===== src/rtl/ttt_engine.sv =====
`default_nettype none
// ============================================================================
// ttt_engine : N x N, K-in-a-row two-player game engine with series scoring
// Revision   : 1.0
// ============================================================================
module ttt_engine #(
   parameter  int N       = 3,
   parameter  int K       = 3,
   parameter  int SCORE_W = 4,
   localparam int RW      = ($clog2(N) > 1) ? $clog2(N) : 1,
   localparam int MW      = $clog2(N*N+1)
) (
   input  logic               clk,
   input  logic               rst,
   input  logic               new_game,
   input  logic               move_valid,
   input  logic               move_player,
   input  logic [RW-1:0]      move_row,
   input  logic [RW-1:0]      move_col,
   output logic               move_ready,
   output logic               move_err,
   output logic [N*N-1:0]     p1_board,
   output logic [N*N-1:0]     p2_board,
   output logic               turn,
   output logic [MW-1:0]      moves,
   output logic               p1win,
   output logic               p2win,
   output logic               draw,
   output logic               done,
   output logic [SCORE_W-1:0] p1_score,
   output logic [SCORE_W-1:0] p2_score
);

   localparam int             c_cells = N*N;
   localparam logic [N*N-1:0] c_one   = {{(N*N-1){1'b0}}, 1'b1};

   typedef enum logic [1:0] {
      PLAY  = 2'd0,
      CHECK = 2'd1,
      OVER  = 2'd2
   } state_t;

   state_t               r_state;
   logic                 r_first;
   logic                 r_turn;
   logic                 r_err;
   logic [N*N-1:0]       r_p1_board;
   logic [N*N-1:0]       r_p2_board;
   logic [MW-1:0]        r_moves;
   logic                 r_p1win;
   logic                 r_p2win;
   logic                 r_draw;
   logic                 r_done;
   logic [SCORE_W-1:0]   r_p1_score;
   logic [SCORE_W-1:0]   r_p2_score;

   logic [N*N-1:0]       w_cell;
   logic [N*N-1:0]       w_mover_board;
   logic                 w_in_range;
   logic                 w_free;
   logic                 w_accept;
   logic                 w_legal;
   logic                 w_win;

   // Scans every K-long line in all four directions; only legal start cells are visited.
   function automatic logic has_run(input logic [N*N-1:0] b);
      logic hit;
      logic run;
      hit = 1'b0;
      for (int r = 0; r < N; r++)
         for (int c = 0; c <= N-K; c++) begin
            run = 1'b1;
            for (int k = 0; k < K; k++) run = run & b[r*N + c + k];
            hit = hit | run;
         end
      for (int r = 0; r <= N-K; r++)
         for (int c = 0; c < N; c++) begin
            run = 1'b1;
            for (int k = 0; k < K; k++) run = run & b[(r+k)*N + c];
            hit = hit | run;
         end
      for (int r = 0; r <= N-K; r++)
         for (int c = 0; c <= N-K; c++) begin
            run = 1'b1;
            for (int k = 0; k < K; k++) run = run & b[(r+k)*N + c + k];
            hit = hit | run;
         end
      for (int r = 0; r <= N-K; r++)
         for (int c = K-1; c < N; c++) begin
            run = 1'b1;
            for (int k = 0; k < K; k++) run = run & b[(r+k)*N + c - k];
            hit = hit | run;
         end
      return hit;
   endfunction

   assign w_in_range    = (32'(move_row) < N) && (32'(move_col) < N);
   assign w_cell        = c_one << (32'(move_row)*N + 32'(move_col));
   assign w_free        = ~|(w_cell & (r_p1_board | r_p2_board));
   assign move_ready    = (r_state != CHECK) && !new_game;
   assign w_accept      = move_valid && move_ready;
   assign w_legal       = (r_state == PLAY) && (move_player == r_turn) && w_in_range && w_free;
   // Only the player who just moved can have completed a line.
   assign w_mover_board = r_turn ? r_p2_board : r_p1_board;
   assign w_win         = has_run(w_mover_board);

   always_ff @(posedge clk or posedge rst) begin
      if (rst) begin
         r_state    <= PLAY;
         r_first    <= 1'b0;
         r_turn     <= 1'b0;
         r_err      <= 1'b0;
         r_p1_board <= '0;
         r_p2_board <= '0;
         r_moves    <= '0;
         r_p1win    <= 1'b0;
         r_p2win    <= 1'b0;
         r_draw     <= 1'b0;
         r_done     <= 1'b0;
         r_p1_score <= '0;
         r_p2_score <= '0;
      end else begin
         r_err <= 1'b0;
         if (new_game) begin
            r_state    <= PLAY;
            r_first    <= ~r_first;
            r_turn     <= ~r_first;
            r_p1_board <= '0;
            r_p2_board <= '0;
            r_moves    <= '0;
            r_p1win    <= 1'b0;
            r_p2win    <= 1'b0;
            r_draw     <= 1'b0;
            r_done     <= 1'b0;
         end else begin
            case (r_state)
               PLAY, OVER: begin
                  if (w_accept) begin
                     if (w_legal) begin
                        if (move_player) r_p2_board <= r_p2_board | w_cell;
                        else             r_p1_board <= r_p1_board | w_cell;
                        r_moves <= r_moves + 1'b1;
                        r_state <= CHECK;
                     end else begin
                        r_err <= 1'b1;
                     end
                  end
               end
               CHECK: begin
                  if (w_win) begin
                     if (r_turn) begin
                        r_p2win <= 1'b1;
                        if (r_p2_score != '1) r_p2_score <= r_p2_score + 1'b1;
                     end else begin
                        r_p1win <= 1'b1;
                        if (r_p1_score != '1) r_p1_score <= r_p1_score + 1'b1;
                     end
                     r_done  <= 1'b1;
                     r_state <= OVER;
                  end else if (32'(r_moves) == c_cells) begin
                     r_draw  <= 1'b1;
                     r_done  <= 1'b1;
                     r_state <= OVER;
                  end else begin
                     r_turn  <= ~r_turn;
                     r_state <= PLAY;
                  end
               end
               default: r_state <= PLAY;
            endcase
         end
      end
   end

   assign move_err = r_err;
   assign p1_board = r_p1_board;
   assign p2_board = r_p2_board;
   assign turn     = r_turn;
   assign moves    = r_moves;
   assign p1win    = r_p1win;
   assign p2win    = r_p2win;
   assign draw     = r_draw;
   assign done     = r_done;
   assign p1_score = r_p1_score;
   assign p2_score = r_p2_score;

endmodule
`default_nettype wire


===== config.mk =====
export PLATFORM = sky130hd
export DESIGN_NAME = ttt_engine
export DESIGN_NICKNAME = d
export VERILOG_FILES = /design/src/rtl/ttt_engine.sv
export SDC_FILE = /design/constraint.sdc
export NUM_CORES = 1
export LEC_CHECK = 0
export BUFFER_PORTS_ARGS = -buffer_cell sky130_fd_sc_hd__buf_2
export CORE_ASPECT_RATIO = 1.5
export CORE_MARGIN = 2
export CORE_UTILIZATION = 30
export DETAILED_ROUTE_END_ITERATION = 16
export PLACE_DENSITY = 0.53
export SYNTH_ARGS = -nofsm -noshare
export SYNTH_HDL_FRONTEND = slang
export SYNTH_SLANG_ARGS = --single-unit

===== constraint.sdc =====
create_clock -name clk -period 1.8 [get_ports clk]
set_input_delay 0.18 -clock clk [delete_from_list [all_inputs] [get_ports clk]]
set_output_delay 0.18 -clock clk [all_outputs]
set_load 0.005 [all_outputs]

=== Yosys cells after proc, flatten, opt, wreduce, memory -nomap -nowiden ===
Index checks and enable logic that the tools add are counted.

* Register bits: 39
* Input port bits: 9
* Output and inout bits: 37
* Word-level logic and storage cells: 139

* Add/subtract/negate cells: 4
* Multipliers: 1
* $lt $le $gt $ge: 2
* Equal/unequal tests: 13
* Shifts and indexed selects: 1
* Multiplexer cells: 44
* Bitwise logic cells: 30
* Reduce and logical (&&, ||, !) cells: 31

{| class="wikitable"
|+ Operators by type and width
! operator !! number
|-
| 2-to-1 mux 9 bit || 11
|-
| OR 9 bit || 3
|-
| 2-to-1 mux 1 bit || 23
|-
| AND 1 bit || 16
|-
| 2-to-1 mux 4 bit || 4
|-
| nonzero test 2 bit || 8
|-
| AND reduction 3 bit || 5
|-
| adder 4 x 1 -> 4 bit, second input constant || 3
|-
| 2-to-1 mux 2 bit || 5
|-
| AND reduction 5 bit || 2
|-
| AND 9 bit || 1
|-
| OR reduction 9 bit || 1
|-
| left shift 1 x 5 -> 9 bit, first input constant || 1
|-
| inequality test 2 bit, second input constant || 4
|-
| inequality test 4 bit, second input constant || 2
|-
| AND reduction 4 bit || 2
|-
| OR 1 bit || 7
|-
| logical AND 1 bit || 6
|-
| inequality test 3 bit, second input constant || 2
|-
| adder 4 x 2 -> 5 bit || 1
|-
| equality test 4 bit, second input constant || 1
|-
| < comparator 2 bit, second input constant || 2
|-
| multiplier 2 x 2 -> 4 bit, second input constant || 1
|-
| case mux 2 bit (2 select lines) || 1
|-
| 10 further kinds || 14
|}

=== Depth between registers and ports, before layout ===
* Depth after elaboration: 13
* Gate-level depth with buffers: 14
* Gate-level depth less buffers: 12

=== Worst setup path after synthesis ===
No wires, ideal clock.

* Path type: input port to flip-flop
* Start point: input port move_row[1]
* End point: register r_moves[0] (netlist: moves[0])
* Library setup time: 0.125 ns
* Data arrival time: 2.653 ns
* Data required time: 1.675 ns
* Path slack: -0.978 ns
* Stages: 14
* Path buffers: 2
* Cell sequence: inv_1 -> fa_1 -> inv_1 -> ha_1 -> inv_1 -> fa_1 -> buf_2 -> nor2b_1 -> nor4b_1 -> nor3_1 -> and4_1 -> buf_2 -> nor2_1 -> mux2_2

* Cells in the longest elaborated chain, start to end: 9
* Elaborated cells between the ends (all ways): 12
* Those cells by class: add/sub: 1; mul: 1; order compare: 1; shift: 1; bitwise: 1; reduce/logical: 7

{| class="wikitable"
|+ Ends and longest elaborated chain
! element !! line !! source
|-
| from (decl) || 18 || <nowiki>input logic [RW-1:0] move_row,</nowiki>
|-
| multiplier 2 x 2 -> 4 bit || 98 || <nowiki>assign w_cell = c_one << (32'(move_row)*N + 32'(move_col));</nowiki>
|-
| adder 4 x 2 -> 5 bit || 98 ||
|-
| left shift 1 x 5 -> 9 bit || 98 ||
|-
| AND 9 bit || 99 || <nowiki>assign w_free = ~|(w_cell & (r_p1_board | r_p2_board));</nowiki>
|-
| OR reduction 9 bit || 99 ||
|-
| logical NOT 1 bit || 99 ||
|-
| logical AND 1 bit (*) || 102 || <nowiki>assign w_legal = (r_state == PLAY) && (move_player == r_turn) && w_in_range && w_free;</nowiki>
|-
| nonzero test 2 bit (no line) (*) || -- ||
|-
| AND reduction 3 bit (no line) (*) || -- ||
|-
| to (signal assigned) || 142 || <nowiki>r_moves <= r_moves + 1'b1;</nowiki>
|-
| to (decl) || 49 || <nowiki>logic [MW-1:0] r_moves;</nowiki>
|}

Every way passes the cells marked *; elsewhere a longest branch is shown, timed or not.
A chain may end at the register's enable or synchronous reset.

=== Worst setup path in the final report ===
* Start point: input port move_row[0]
* End point: register r_moves[0] (netlist: moves[0])

Same word-level chain as after synthesis.

==> run_results.csv <==
group,metric,value,unit
run_status,outcome,"finished with violations",
run_status,violations,"hold timing, setup timing",
detailed_routing,ant_nets,0,
timing,fin_crit,2.54,ns
job,max_cap_viol_count,0,
synthesis,synth_edf_count,0,
global_route,grt_overflow,0,
clock_network,hold_buffers,0,
global_route,grt_pass1_vias,2036,
synthesis,synth_top_area_share,46.8,%
worst_setup_path,start_kind,"input port",
synthesis,async_flop_share,100,%
worst_setup_path,startpoint,"move_row[0]",
synthesis,syn_nets,232,
die,die_area,0.00765,sq mm
timing,finalCritPeriodShare,141,%
timing,maxSlewViolCount,0,
power_and_ir_drop,finalPower,0.00213,W
die,coreArea,0.00681,sq mm
cells_and_area,drive_above_1_share,51.2,%
clock_network,numCtsBuffers,5,
die,row_count,37,
die,die-height,106,um
worst_setup_path,crit_fanout,8,
worst_setup_path,path_class,"in2reg",
timing,fin_ws,-0.739,ns
worst_setup_path,cp.arrival,2.71,ns
detailed_routing,drc,0,
worst_setup_path,cp.required,1.97,ns
power_and_ir_drop,ir_drop,0.000345,V
synthesis,synthFlopType,"dfrtp_1",
clock_network,cts_buffer_depth,2,
cells_and_area,layoutNonFillerInstCount,398,
timing,hold_ws,-0.00572,ns
place,placedCellCount,380,
worst_setup_path,cp_slowest_cell,"fa_1",
worst_setup_path,end_kind,"register",
worst_hold_path,worstHoldPathType,"in2async",
worst_setup_path,crit_top_cell,"nor2_2",
timing,worst_slew_pin_slew,0.709,ns
global_route,grt_pass1_wl,10.1,mm
cells_and_area,final_util,47.2,%
timing,clock_skew,0.00669,ns
clock_network,clkTransAtPathRegs,0.08,ns
synthesis,mappedNetlistArea,0.00209,sq mm
detailed_routing,firstDrtPassIters,4,
place,port_buffers,45,
die,ios,46,
detailed_routing,drtIter0Drc,103,
detailed_routing,wl_per_cell,15.1,um
cells_and_area,antennaDiodeCount,0,
cells_and_area,syn_to_final_growth,54.0,%
clock_network,cts_tree,"done",
synthesis,ys_seq_area_share,46.8,%
synthesis,synth_area_leaders,"dfrtp_1 (47%), o22ai_1 (5.7%), inv_1 (4.7%)",
place,gp_congestion,0.814,
timing,rsz0062_at_grt,"true",
synthesis,synth.most_common_cell,"dfrtp_1",
detailed_routing,avgViaCountPerCell,4.93,
clock_network,clk_latency,0.29,ns
synthesis,yosysWarningCount,0,
timing,slew_headroom,51.5,%
worst_setup_path,crit_chain,"buf_8, inv_8, fa_1, inv_1, ha_2, inv_2, fa_2, nand4_1, o211ai_1, nor2_2, and4_4, nor2_2, mux2_4",
detailed_routing,vias,1962,
detailed_routing,routed_wl,6.01,mm
synthesis,syn_inst,214,
synthesis,yosysTopAreaCell,"dfrtp_1",
clock_network,cts.sinks,39,
synthesis,synth.avg_cell_area,9.75,sq um
cells_and_area,final_nets,337,
synthesis,synth_cell_types,41,
place,hpwl,4.43,mm
timing,max_freq,394,MHz
synthesis,synthTopCellsByCount,"dfrtp_1 (39), inv_1 (26), o22ai_1 (19), nor2_1 (18), nand2_1 (17)",
timing,setup-tns-final,-16.06,ns
clock_network,cts.htree.levels,2,
power_and_ir_drop,p_leak,1.46,nW
clock_network,root_buffer,"clkbuf_8",
timing,setup_violations,31,
die,fp.dieW,72.1,um
die,initial_core_util,30.6,%
global_route,grt_max_degree,40,
timing,hold_viol,10,
place,place_ws,-1.25,ns
power_and_ir_drop,power_density,662,mW/mm^2
synthesis,ys_seq_elements,39,
worst_setup_path,cpPeakStageDelay,0.54,ns
global_route,grt.total_usage,16.7,%
worst_setup_path,timing.rr.start,"r_state[1]",
global_route,antenna_found_initial,0,
logic make-up (layout without fill, tap and decap cells):
family          after synthesis  in the layout  share of synthesized area, %
xor+xnor                      9              9                          3.78
compound gates               50             50                          16.7
flops                        39             39                          46.8
simple gates                 70             70                          18.5
buf+inv                      34            140                          6.48
fa+ha+maj                     9              9                          6.12
mux                           3              3                          1.62
registers in the layout (all words and copies together), names as in the netlist:
name	count
r_first	1
move_err	1
p1_score	4
r_state	2
p2win	1
turn	1
moves	4
p1win	1
p2_score	4
draw	1
p1_board	9
p2_board	9
done	1
power breakdown:
group          internal, W  leakage [nW]  switching [W]
sequential        0.000916         0.524      0.0000350
combinational     0.000281         0.890       0.000313
clock             0.000271        0.0412       0.000311
total              0.00147          1.46       0.000658
worst paths after layout:
check,end,cells after the start,slack (ns)
worst max-delay path,moves[0],13,-0.74
worst min-delay path,p1_score[3],3,-0.006
worst max register to register,moves[0],7,-0.44
worst min register to register,r_first,1,0.48
max in group asynchronous,p1_board[4],3,1.43
min in group clk,move_err,3,0.19
final cells by class:
cell class,instances,area [sq um]
fillers,647,3590
multi-input cells,141,1220
flip-flops and latches,39,983
repair buffers,106,724
inverters,26,105
well taps,78,97.6
clock buffers,6,72.6
clock inverters,2,12.5
layout by cell type (no fill, tap or decap), types with 3 or more instances in the layout:
cell type and n:
a21oi_1 4, a22oi_2 8, buf_2 42, buf_4 56
buf_6 7, clkbuf_8 5, dfrtp_1 33, dfrtp_2 6
ha_1 6, inv_1 22, inv_2 3, nand2_1 15
nand2b_1 5, nand3_1 4, nand4_1 3, nor2_1 16
nor3_1 4, o22ai_1 15, o22ai_2 4, o32ai_4 3
xnor2_1 6
routing by layer:
layer  wire length, um  share of wire [%]  vias to the layer above  global-route usage, %
met5                 0                  0                        -                      0
met4                76                1.3                        0                   4.58
met3               118                2.0                        6                   2.27
met2              3350                 56                       34                   30.6
met1              2460                 41                      955                   20.0
li1                  -                  -                      967                      -
through the flow:
stage	cell area [sq um]	hold slack [ns]
floorplan	2170	0.340
global placement	2830	0.331
detailed placement	2830	0.332
CTS	3150	0.0124
global route	3210	0.0567
finish	3210	-0.00572
critical path: cells and delay by family:
family,cells,cell delay [ns]
AO/OA/AOI/OAI,1,0.16
adder cells (fa/ha/maj),3,1.20
buffers and inverters,4,0.22
multiplexers,1,0.26
AND/OR/NAND/NOR,4,0.68
repair_timing:
item | in CTS | in global routing
setup buffers | 9 | 2
setup endpoints to repair | 34 | 37
pin swaps | 20 | 12
gates resized for setup | 40 | 12
(Power assumes the default switching activity.)
